<file path="config.mk">
export PLATFORM = sky130hd
export DESIGN_NAME = regbank_wr_demux16
export DESIGN_NICKNAME = d
export VERILOG_FILES = /design/src/rtl/regbank_wr_demux16.sv
export SDC_FILE = /design/constraint.sdc
export NUM_CORES = 1
export LEC_CHECK = 0
export ABC_CLOCK_PERIOD_IN_PS = 1750
export CAP_MARGIN = 30
export CORE_MARGIN = 2
export CORE_UTILIZATION = 30
export CTS_CLUSTER_DIAMETER = 150
export DETAILED_ROUTE_END_ITERATION = 16
export GPL_TIMING_DRIVEN = 1
export HOLD_SLACK_MARGIN = 0.03
export MAX_ROUTING_LAYER = met4
export PLACE_DENSITY_LB_ADDON = 0.12
export RECOVER_POWER = 25
export SLEW_MARGIN = 20
export SYNTH_ARGS = -nofsm -noshare
export SYNTH_HDL_FRONTEND = slang
export SYNTH_SLANG_ARGS = --single-unit
export TNS_END_PERCENT = 100
</file>
<file path="constraint.sdc">
create_clock -name clk -period 1.75 [get_ports clk]
set_input_delay 0.525 -clock clk [delete_from_list [all_inputs] [get_ports clk]]
set_output_delay 0.525 -clock clk [all_outputs]
set_load 0.03 [all_outputs]
</file>
<file path="src/rtl/regbank_wr_demux16.sv">
// Write-side register bank for the 16 x 32-bit ARM datapath read mux: one staging entry,
// one-hot commit strobe, R15 +4 increment. Define REGBANK_BYPASS_EN to forward the staged write.
module regbank_wr_demux16 (
    input  logic         clk,
    input  logic         rst_n,
    input  logic         wr_valid,
    output logic         wr_ready,
    input  logic [3:0]   wr_sel,
    input  logic [31:0]  wr_data,
    input  logic         hold,
    input  logic         pc_inc,
    output logic [511:0] q_flat,
    output logic [15:0]  wr_onehot,
    output logic         pend_valid
);

    logic [31:0] regs [16];
    logic [3:0]  pend_sel;
    logic [31:0] pend_data;
    logic        accept;
    logic        commit;

    // The stage frees up on any commit edge, so a new request can ride along with it.
    assign wr_ready = !pend_valid || !hold;
    assign accept   = wr_valid && wr_ready;
    assign commit   = pend_valid && !hold;

    always_ff @(posedge clk or negedge rst_n) begin
        if (!rst_n) begin
            pend_valid <= 1'b0;
            pend_sel   <= 4'd0;
            pend_data  <= 32'd0;
        end else if (accept) begin
            pend_valid <= 1'b1;
            pend_sel   <= wr_sel;
            pend_data  <= wr_data;
        end else if (commit) begin
            pend_valid <= 1'b0;
        end
    end

    always_ff @(posedge clk or negedge rst_n) begin
        if (!rst_n) begin
            wr_onehot <= 16'd0;
        end else begin
            wr_onehot <= commit ? (16'd1 << pend_sel) : 16'd0;
        end
    end

    // The commit is assigned last so it overrides a same-edge PC increment.
    always_ff @(posedge clk or negedge rst_n) begin
        if (!rst_n) begin
            for (int i = 0; i < 16; i++) begin
                regs[i] <= 32'd0;
            end
        end else begin
            if (pc_inc) begin
                regs[15] <= regs[15] + 32'd4;
            end
            if (commit) begin
                regs[pend_sel] <= pend_data;
            end
        end
    end

    always_comb begin
        q_flat = '0;
        for (int i = 0; i < 16; i++) begin
            q_flat[i*32 +: 32] = regs[i];
`ifdef REGBANK_BYPASS_EN
            if (pend_valid && pend_sel == 4'(i)) begin
                q_flat[i*32 +: 32] = pend_data;
            end
`endif
        end
    end

endmodule

</file>
==> metrics.txt <==
status finished, violations left; violated checks negative setup slack; vias in the first global route 15600; Setup WS post-layout -154 ps; Net Sw Frac 41.6%; YS warnings 0; DIE AREA 74000 sq um; Clock Tree Buf Depth 3; pre-CTS WS -763 ps; clock skew 18.6 ps; Final setup viols 387; Clock Power Share 19.1%; Site Rows 98; IO buf count 570; minimum clock period 1900 ps; Fillers 6488; Post-Syn Instances 1361; starting density of the core 30.2%; CTS Buf Count 61; CTS H-tree lvls 2; Routed WL 87600 um; initial antenna violation count 5; max-cap violations 0; DR pass1 iterations 5; CP endpoint kind output port; routability-driven placement congestion ratio 0.791; sequential area share after synthesis 65.6%; Skew-Pair Late Insertion Delay 620 ps; Reg clk slew, reported paths 60 ps; largest net degree at the start of global routing 74; Syn Std Cell Area 21600 sq um; Max IR drop VDD 1140 uV; Syn Nets 1403; first-pass GRT wire length 117000 um; #FFs+latches synth 565; worst slew pin tran 1080 ps; maximum fanout along the worst path 4; slowest CP cell dfrtp_2; layout cells sized above 1 66.3%; CP startpoint kind register; initial DRC count 683; vias per cell 4.66; routed len/inst 27.6 um; GRT Total Usage 22.5%; Worst Path Required 1220 ps; period utilization 109%; Net Switching 28600 uW; Rel. slew slack 28.3%; Hold WS 480 ps; DIE HEIGHT 272 um; DRC Markers 0; Hold Violations, Final 0; CORE AREA 71400 sq um; Lkg Pwr 0.0161 uW; clock sink count 565; crit-path cells buf_6 > buf_12; Hold WC Path Type register to register; proportion of power drawn by flip-flops and latches 33.1%; synth-to-layout area growth 52.9%; Internal 40300 uW; syn avg cell area 15.8 sq um; CP arrival 1380 ps; combinational fraction of design power 47.8%; final count of pins violating max slew 0; nets@finish 2213; # IOs 571; max incr delay on CP 470 ps; Max Clock Freq 525 MHz; DP Wirelength 54600 um; Die Width 272 um; Setup CP Type register to output port; Cell variety after synth 35; clock root buffer master clkbuf_16; post-route ant nets 0; P per Cell Area 2090 nW/um^2; CTS tree yes; RSZ-0062 raised after global routing true; vias 14800; gr ovfl total 0
metal layers:
layer	track usage [%]	wire length, um
met1	27.0	35000
met2	37.2	44400
met3	5.83	5530
met4	6.87	2680
met5	-	0
cell usage in the layout, fill, tap and decap left out, types with 4 or more instances in the layout:
cell type	n
nand3_2	4
xor2_1	21
clkdlybuf4s50_1	38
clkinvlp_4	4
clkbuf_4	4
clkinv_2	8
buf_8	6
o21ai_1	13
nand2_8	7
nor4_4	4
mux2_1	5
xnor2_1	8
dfrtp_1	550
nor2_1	6
nand3_1	12
o21ai_0	12
mux2_4	142
dfrtp_2	15
buf_2	280
buf_6	102
mux2_2	371
diode_2	5
buf_4	274
buf_12	87
nand4_1	7
nand2_1	43
inv_1	12
clkbuf_1	6
buf_16	16
clkbuf_8	23
clkbuf_16	80
clkbuf_2	11
state kept, by name (all words and copies together), names as in the netlist:
register	flops
pend_data	32
pend_sel	4
wr_onehot	16
pend_valid	1
q_flat	512
critical path, delay by kind of cell, from the launching register on:
| kind | cells | cell delay [ps] |
|---|---|---|
| flip-flops | 1 | 470 |
| buffers and inverters | 2 | 280 |
Yosys cell counts:
master | count | area, sq um
nand3_2 | 2 | 20.0
o21ai_2 | 3 | 26.3
and2b_1 | 1 | 7.51
and2_1 | 1 | 6.26
nand2b_4 | 1 | 13.8
buf_4 | 13 | 97.6
nand3_4 | 1 | 17.5
mux2_1 | 5 | 56.3
dfrtp_1 | 565 | 14100
xor2_1 | 21 | 184
buf_2 | 42 | 210
o21ai_0 | 17 | 85.1
nor3_4 | 1 | 16.3
nor3b_2 | 1 | 12.5
nand4_2 | 1 | 12.5
nor2_2 | 2 | 12.5
nand2_1 | 56 | 210
nor2_1 | 6 | 22.5
nor2b_1 | 5 | 31.3
mux2i_1 | 1 | 10.0
nand3_1 | 15 | 75.1
ha_1 | 1 | 12.5
clkbuf_1 | 37 | 139
nor3_2 | 2 | 20.0
and3_2 | 1 | 7.51
nor4_4 | 4 | 85.1
nand4_1 | 7 | 43.8
and4_1 | 1 | 8.76
nor3_1 | 3 | 15.0
xnor2_1 | 8 | 70.1
o21ai_1 | 8 | 40.0
nand2b_1 | 1 | 6.26
inv_1 | 12 | 45.0
and3_1 | 3 | 18.8
mux2_2 | 513 | 5780
power by group through the flow:
stage / combinational [uW] / clock (uW) / sequential (uW)
floorplan: 6000 / 0 / 33600
global placement: 34000 / 0 / 22700
detailed placement: 34100 / 0 / 22900
CTS: 32400 / 13500 / 22800
global route: 34200 / 14000 / 23500
finish: 32900 / 13200 / 22800
cells by family (layout without fill, tap and decap cells):
logic type	after synthesis	in the layout	share of synthesized area [%]
other	0	5	0
AO/OA/AOI/OAI	28	28	0.702
multiplexers	519	519	27.1
AND/OR/NAND/NOR	115	115	3.08
flip-flops	565	565	65.6
XOR/XNOR	29	29	1.18
buffers and inverters	104	958	2.28
adder cells (fa/ha/maj)	1	1	0.0580
path summary, 6_finish.rpt:
kind | startpoint | endpoint | slack (ps) | cells after the start
worst max-delay path | pend_valid | pend_valid | -150 | 2
worst min-delay path | q_flat[97] | q_flat[97] | 480 | 2
worst max register to register | pend_valid | q_flat[70] | -150 | 8
worst min register to register | q_flat[97] | q_flat[97] | 480 | 2
max in group asynchronous | rst_n | q_flat[502] | 90 | 4
min in group asynchronous | rst_n | pend_data[17] | 650 | 2
area by class of cell:
cell class / instances / area, sq um / area share, %
antenna: 5 / 12.5 / 0.0380
clock buffer: 90 / 1870 / 5.66
clock inverter: 17 / 178 / 0.539
inverter: 12 / 45.0 / 0.137
multi-input combinational: 692 / 7680 / 23.3
sequential: 565 / 14200 / 42.9
tap: 950 / 1190 / 3.61
timing repair buffer: 839 / 7840 / 23.8
stage by stage:
stage               util (%)  TNS [ps]  area [sq um]  std cells  power [uW]
floorplan                  -     -1320         21800       1361       39600
global placement        42.1   -357680         30100       2933       56700
detailed placement      42.1   -363140         30100       2933       57000
CTS                     44.8    -20280         31900       3118       68700
global route            46.2    -53480         33000       3170       71800
finish                  46.2    -24400         33000       3170       68900
timing repair:
| item | 4_1_cts | 5_1_grt |
|---|---|---|
| hold buffers | 1 | 0 |
| endpoints found under the hold margin | 17 | 0 |
| pin swaps | 6 | 6 |
| setup buffers | 66 | 32 |
| endpoints found under the setup margin | 762 | 699 |
| gates resized for setup | 2556 | 118 |
| gates cloned | 18 | 22 |
(Power assumes the default switching activity.)
